<file path="config.mk">
export PLATFORM = sky130hd
export DESIGN_NAME = pc_sequencer
export DESIGN_NICKNAME = d
export VERILOG_FILES = /design/src/rtl/pc_sequencer.sv
export SDC_FILE = /design/constraint.sdc
export NUM_CORES = 1
export LEC_CHECK = 0
export BUFFER_PORTS_ARGS = -buffer_cell sky130_fd_sc_hd__buf_2
export CORE_UTILIZATION = 57
export CTS_BUF_LIST = sky130_fd_sc_hd__clkbuf_8
export CTS_CLUSTER_SIZE = 16
export DETAILED_ROUTE_END_ITERATION = 7
export GPL_TIMING_DRIVEN = 0
export HOLD_SLACK_MARGIN = 0.08
export PLACE_DENSITY = 0.75
export REMOVE_ABC_BUFFERS = 1
export SETUP_SLACK_MARGIN = 0.05
export SLEW_MARGIN = 20
export SYNTH_ARGS = -nofsm -noshare
export SYNTH_HDL_FRONTEND = slang
export SYNTH_SLANG_ARGS = --single-unit
</file>
<file path="constraint.sdc">
create_clock -name clk -period 3 [get_ports clk]
set_input_delay 0.75 -clock clk [delete_from_list [all_inputs] [get_ports clk]]
set_output_delay 0.75 -clock clk [all_outputs]
set_load 0.05 [all_outputs]
</file>
<file path="src/rtl/pc_sequencer.sv">
// pc_sequencer
//   Program-counter sequencer for the 9-bit CPU. Drives the instruction
//   memory address every cycle and advances, branches, calls and returns
//   according to one-cycle decoder strobes. Owns a 16-entry subroutine
//   address table, a DEPTH-entry return-address stack and the
//   run/halt/fault status of the core.
//
// Ports
//   clk, reset          : clock, synchronous active-high reset
//   start               : begin execution at pc 0 (IDLE/HALT/FAULT only)
//   stall               : freeze pc, sp, stack and state this cycle
//   done_req            : halt strobe
//   ret_req             : return strobe (pop)
//   jsr_req, jsr_idx    : call strobe and subroutine table index
//   br_take, br_target  : absolute branch to zero-extended target
//   rel_take, rel_off   : forward skip, pc <- pc + 1 + rel_off
//   tbl_we/idx/addr     : subroutine table write port (any state)
//   pc                  : registered instruction address
//   running/done/fault  : state decode (RUN / HALT / FAULT)
//   sp                  : return-stack occupancy, 0..DEPTH
module pc_sequencer #(
    parameter int DEPTH = 4
) (
    input  logic       clk,
    input  logic       reset,
    input  logic       start,
    input  logic       stall,
    input  logic       done_req,
    input  logic       ret_req,
    input  logic       jsr_req,
    input  logic [3:0] jsr_idx,
    input  logic       br_take,
    input  logic [7:0] br_target,
    input  logic       rel_take,
    input  logic [2:0] rel_off,
    input  logic       tbl_we,
    input  logic [3:0] tbl_idx,
    input  logic [9:0] tbl_addr,
    output logic [9:0] pc,
    output logic       running,
    output logic       done,
    output logic       fault,
    output logic [3:0] sp
);

    typedef enum logic [1:0] {
        S_IDLE  = 2'd0,
        S_RUN   = 2'd1,
        S_HALT  = 2'd2,
        S_FAULT = 2'd3
    } state_t;

    state_t     state, state_n;
    logic [9:0] pc_n;
    logic [3:0] sp_n;
    logic       push;
    logic [9:0] pc_inc;
    logic [9:0] stk_top;

    logic [9:0] stack [DEPTH];
    logic [9:0] tbl   [16];

    assign pc_inc = pc + 10'd1;

    // Top-of-stack read: entry sp-1, selected without arithmetic on sp
    // so an empty stack simply yields 0 (never used: ret at sp==0 faults).
    always_comb begin
        stk_top = '0;
        for (int i = 0; i < DEPTH; i++) begin
            if (sp == 4'(i + 1)) stk_top = stack[i];
        end
    end

    // State / pc / sp / stack / table registers
    always_ff @(posedge clk) begin
        if (reset) begin
            state <= S_IDLE;
            pc    <= '0;
            sp    <= '0;
            for (int i = 0; i < DEPTH; i++) stack[i] <= '0;
            for (int i = 0; i < 16; i++)    tbl[i]   <= '0;
        end else begin
            state <= state_n;
            pc    <= pc_n;
            sp    <= sp_n;
            for (int i = 0; i < DEPTH; i++) begin
                if (push && sp == 4'(i)) stack[i] <= pc_inc;
            end
            // Table write is independent of state and stall. A jsr in the
            // same cycle already latched the old entry through pc_n.
            if (tbl_we) tbl[tbl_idx] <= tbl_addr;
        end
    end

    // Next-state logic
    always_comb begin
        state_n = state;
        pc_n    = pc;
        sp_n    = sp;
        push    = 1'b0;
        case (state)
            S_RUN: begin
                if (!stall) begin
                    if (done_req) begin
                        state_n = S_HALT;
                    end else if (ret_req) begin
                        if (sp == 4'd0) begin
                            state_n = S_FAULT;
                        end else begin
                            pc_n = stk_top;
                            sp_n = sp - 4'd1;
                        end
                    end else if (jsr_req) begin
                        if (sp == 4'(DEPTH)) begin
                            state_n = S_FAULT;
                        end else begin
                            push = 1'b1;
                            pc_n = tbl[jsr_idx];
                            sp_n = sp + 4'd1;
                        end
                    end else if (br_take) begin
                        pc_n = {2'b00, br_target};
                    end else if (rel_take) begin
                        pc_n = pc_inc + {7'd0, rel_off};
                    end else begin
                        pc_n = pc_inc;
                    end
                end
            end
            default: begin
                // IDLE, HALT, FAULT: only start leaves; it wins over stall.
                if (start) begin
                    state_n = S_RUN;
                    pc_n    = '0;
                    sp_n    = '0;
                end
            end
        endcase
    end

    // Status outputs, decoded from registered state only
    always_comb begin
        running = 1'b0;
        done    = 1'b0;
        fault   = 1'b0;
        case (state)
            S_RUN:   running = 1'b1;
            S_HALT:  done    = 1'b1;
            S_FAULT: fault   = 1'b1;
            default: ;
        endcase
    end

endmodule

</file>
==> reports/metrics.csv <==
stage,metric,value,unit
logic_synthesis,synth_cell_types,61,
sta,finalCritPeriodShare,93.7,%
sta,maxSlewHeadroom,27.3,%
sta,fin_skew,0.0147,ns
floorplan,ios,56,
job,cap_violations,0,
sta,setup_viol,0,
status,outcome,"complete, but fails checks",
critical_path,critPathCaptureType,flop,
global_routing,grt_overflow,0,
global_routing,grt_pass1_vias,6767,
logic_synthesis,synth_common_cells,"edfxtp_1, and2_1, nor2_1, nand2_1, clkbuf_1",
critical_path,arrival,3.19,ns
placed_design,place_ws,-0.370,ns
hold_path,hold_end,sp[2]$_SDFFE_PP0P_,
layout,area_growth,9.29,%
critical_path,worstSetupPathType,flop to flop,
logic_synthesis,async_flop_share,0,%
floorplan,row_count,49,
placed_design,dpl.hpwl,16200,um
clock_tree,numCtsBuffers,36,
logic_synthesis,synth_edf_count,200,
layout,final_area,11600,um^2
sta,fmax,356,MHz
routing,viasPerCell,6.19,
layout,stdcell_count,1099,
clock_tree,cts_buffer_depth,3,
pwr,ir_drop,0.377,mV
layout,antenna_cells,0,
critical_path,reg2regPathDepth,10,
logic_synthesis,yosysTopAreaCell,edfxtp_1,
clock_tree,cts_tree,done,
layout,fillers,1297,
routing,wl_per_cell,22.1,um
critical_path,critical_path.max_fanout,13,
routing,drcViolationCount,17,
sta,fin_ws,0.189,ns
layout,final_net_count,891,
floorplan,die_area,19200,um^2
critical_path,worstSetupStartpointType,flop,
floorplan,initial_core_util,58.7,%
layout,drive_gt1_share,20.6,%
pwr,power,6.37,mW
logic_synthesis,synth_flop_cell,edfxtp_1,
logic_synthesis,synth_area_per_cell,13.1,um^2
routing,ant_nets,0,
routing,drt-initial-drc-count,615,
floorplan,dieHeight,138,um
critical_path,r2r_end,pc[8]$_SDFFE_PP0P_,
logic_synthesis,syn_area,10600,um^2
clock_tree,h-tree-depth,2,
clock_tree,clk_latency,0.52,ns
placed_design,gp_congestion,0.911,
clock_tree,cts_root_buf,clkbuf_8,
critical_path,r2r_slack,0.19,ns
routing,drt_first_pass_iters,7,
global_routing,grt_max_degree,41,
floorplan,coreArea,18100,um^2
logic_synthesis,synth_cells,812,
hold_path,worstHoldStart,start,
logic_synthesis,yosysMostFrequentCell,edfxtp_1,
sta,fin_crit,2.81,ns
logic_synthesis,yosysWarnings,0,
routing,routed_wl,24300,um
placed_design,dpl.cell_count,1034,
logic_synthesis,synth_top_area_share,56.6,%
routing,dr_total_vias,6801,
clock_tree,clock_sinks,216,
status,violations,design-rule violations,
critical_path,crit_required,3.38,ns
sta,rsz0062_at_grt,false,
hold_path,min_path_cells,2,
placed_design,placedInstanceArea,10900,um^2
pwr,leakage,4.12,nW
global_routing,track_usage,26.1,%
logic_synthesis,ys_ff_latch,216,
logic_synthesis,synth.area.top_cells,"edfxtp_1, and2_1, mux4_2, dfxtp_1, nor2_1",
clock_tree,post_cts_buffers,0,
global_routing,grt_pass1_wl,37700,um
sta,whs,0.479,ns
sta,drv_slew,0,
sta,tightest_slew,1.08,ns
pwr,power_density,550,nW/um^2
critical_path,r2r_start,pc[0]$_SDFFE_PP0P_,
clock_tree,cts.reportedPaths.clkPinSlew,0.06,ns
hold_path,hold_path_class,input port to flop,
sta,finalHoldViolCount,0,
floorplan,dieWidth,138,um
logic_synthesis,seq_area_frac_synth,59.6,%
placed_design,io_buffers,55,
global_routing,grt_antenna_before_repair,0,
[through the flow]
stage          setup TNS [ns]  util [%]
5_1_grt                     0      64.1
2_1_floorplan               0         -
6_report                    0      64.1
3_3_place_gp           -27.86      60.2
4_1_cts                     0      63.9
3_5_place_dp           -27.32      60.3
[logic make-up (layout without fill, tap and decap cells)]
group | after synthesis | in the layout | synth area share (%)
simple gates | 358 | 358 | 18.8
flops | 216 | 216 | 59.6
compound gates | 89 | 89 | 6.00
buf+inv | 69 | 127 | 2.87
mux | 56 | 56 | 10.3
xor+xnor | 15 | 15 | 1.24
fa+ha+maj | 9 | 9 | 1.13
[worst max path at each step]
stage	start	to	slack (ns)	depth (start not counted)
after detailed placement	ret_req	stack[3][3]$_SDFFCE_PN0P_	-0.37	7
after floorplan	pc[0]$_SDFFE_PP0P_	pc[5]$_SDFFE_PP0P_	0.15	10
after CTS	pc[0]$_SDFFE_PP0P_	pc[7]$_SDFFE_PP0P_	0.06	10
final	pc[0]$_SDFFE_PP0P_	pc[8]$_SDFFE_PP0P_	0.19	10
after global routing	pc[0]$_SDFFE_PP0P_	pc[8]$_SDFFE_PP0P_	0.05	10
after global placement	reset	tbl[0][9]$_SDFFCE_PN0P_	-0.60	5
[power breakdown]
part / leakage (nW) / total [mW] / internal [mW] / switching [mW]
registers: 2.07 / 3.49 / 3.44 / 0.0504
clock network: 0.373 / 2.36 / 1.20 / 1.16
logic: 1.68 / 0.526 / 0.202 / 0.324
total: 4.12 / 6.37 / 4.84 / 1.54
[critical path, cell delays in order (launching register included)]
cell and delay (ns):
dfxtp_2 0.52, ha_2 0.34, xnor2_4 0.19, inv_1 0.11, ha_1 0.35, a21o_1 0.13, nand2_1 0.11, nor4b_1 0.38
a211oi_1 0.14, o31ai_1 0.30, a21oi_1 0.10
[per-layer routing]
metal	up-vias	part of all wire, %	track usage [%]
met1	3371	42	36.0
met2	330	48	41.7
met3	55	8.1	5.44
li1	3045	-	-
met4	0	2.5	8.69
met5	-	0	0
[registers in the layout, indices dropped and copies added, names as in the netlist]
register / cells
pc: 10
sp: 4
stack: 40
state: 2
tbl: 160
[final cells by class]
cell class | instances | area, um^2 | share of cell area, %
repair buffers | 55 | 278 | 2.40
multi-input cells | 527 | 4030 | 34.8
well taps | 229 | 287 | 2.47
clock buffers | 39 | 537 | 4.63
clock inverters | 26 | 110 | 0.950
inverters | 7 | 26.3 | 0.227
flip-flops and latches | 216 | 6330 | 54.6
[repair_timing]
item                                    4_1_cts  5_1_grt
cloned                                        0        0
resized for setup                             3        5
endpoints found under the setup margin        4       40
hold buffers                                  0        0
[cell usage in the layout (no fill, tap or decap), types with 3 or more instances in the layout]
cell type and count:
mux4_2 42, nand2b_1 11, mux2_2 6, o21ai_1 6, edfxtp_1 200, and3_1 4, a221oi_1 4, xnor2_1 5
nor3_1 5, xor2_1 9, mux2i_1 8, or2_2 18, nand2_1 47, nor2_1 62, nand3_1 10, inv_1 19
nand4b_1 3, a31oi_1 5, a32o_1 5, nor2b_1 6, a21o_1 5, a21oi_1 17, clkinv_2 4, or3_1 3
o211ai_1 5, and2_1 162, a211oi_1 7, nand4_1 3, buf_2 54, o22ai_1 5, clkinv_1 8, a22oi_1 7
nand3b_1 3, dfxtp_1 15, clkbuf_8 39, ha_1 7, nor3_2 3, o21ai_0 8
Note: power is estimated with default switching activity, not from simulation.
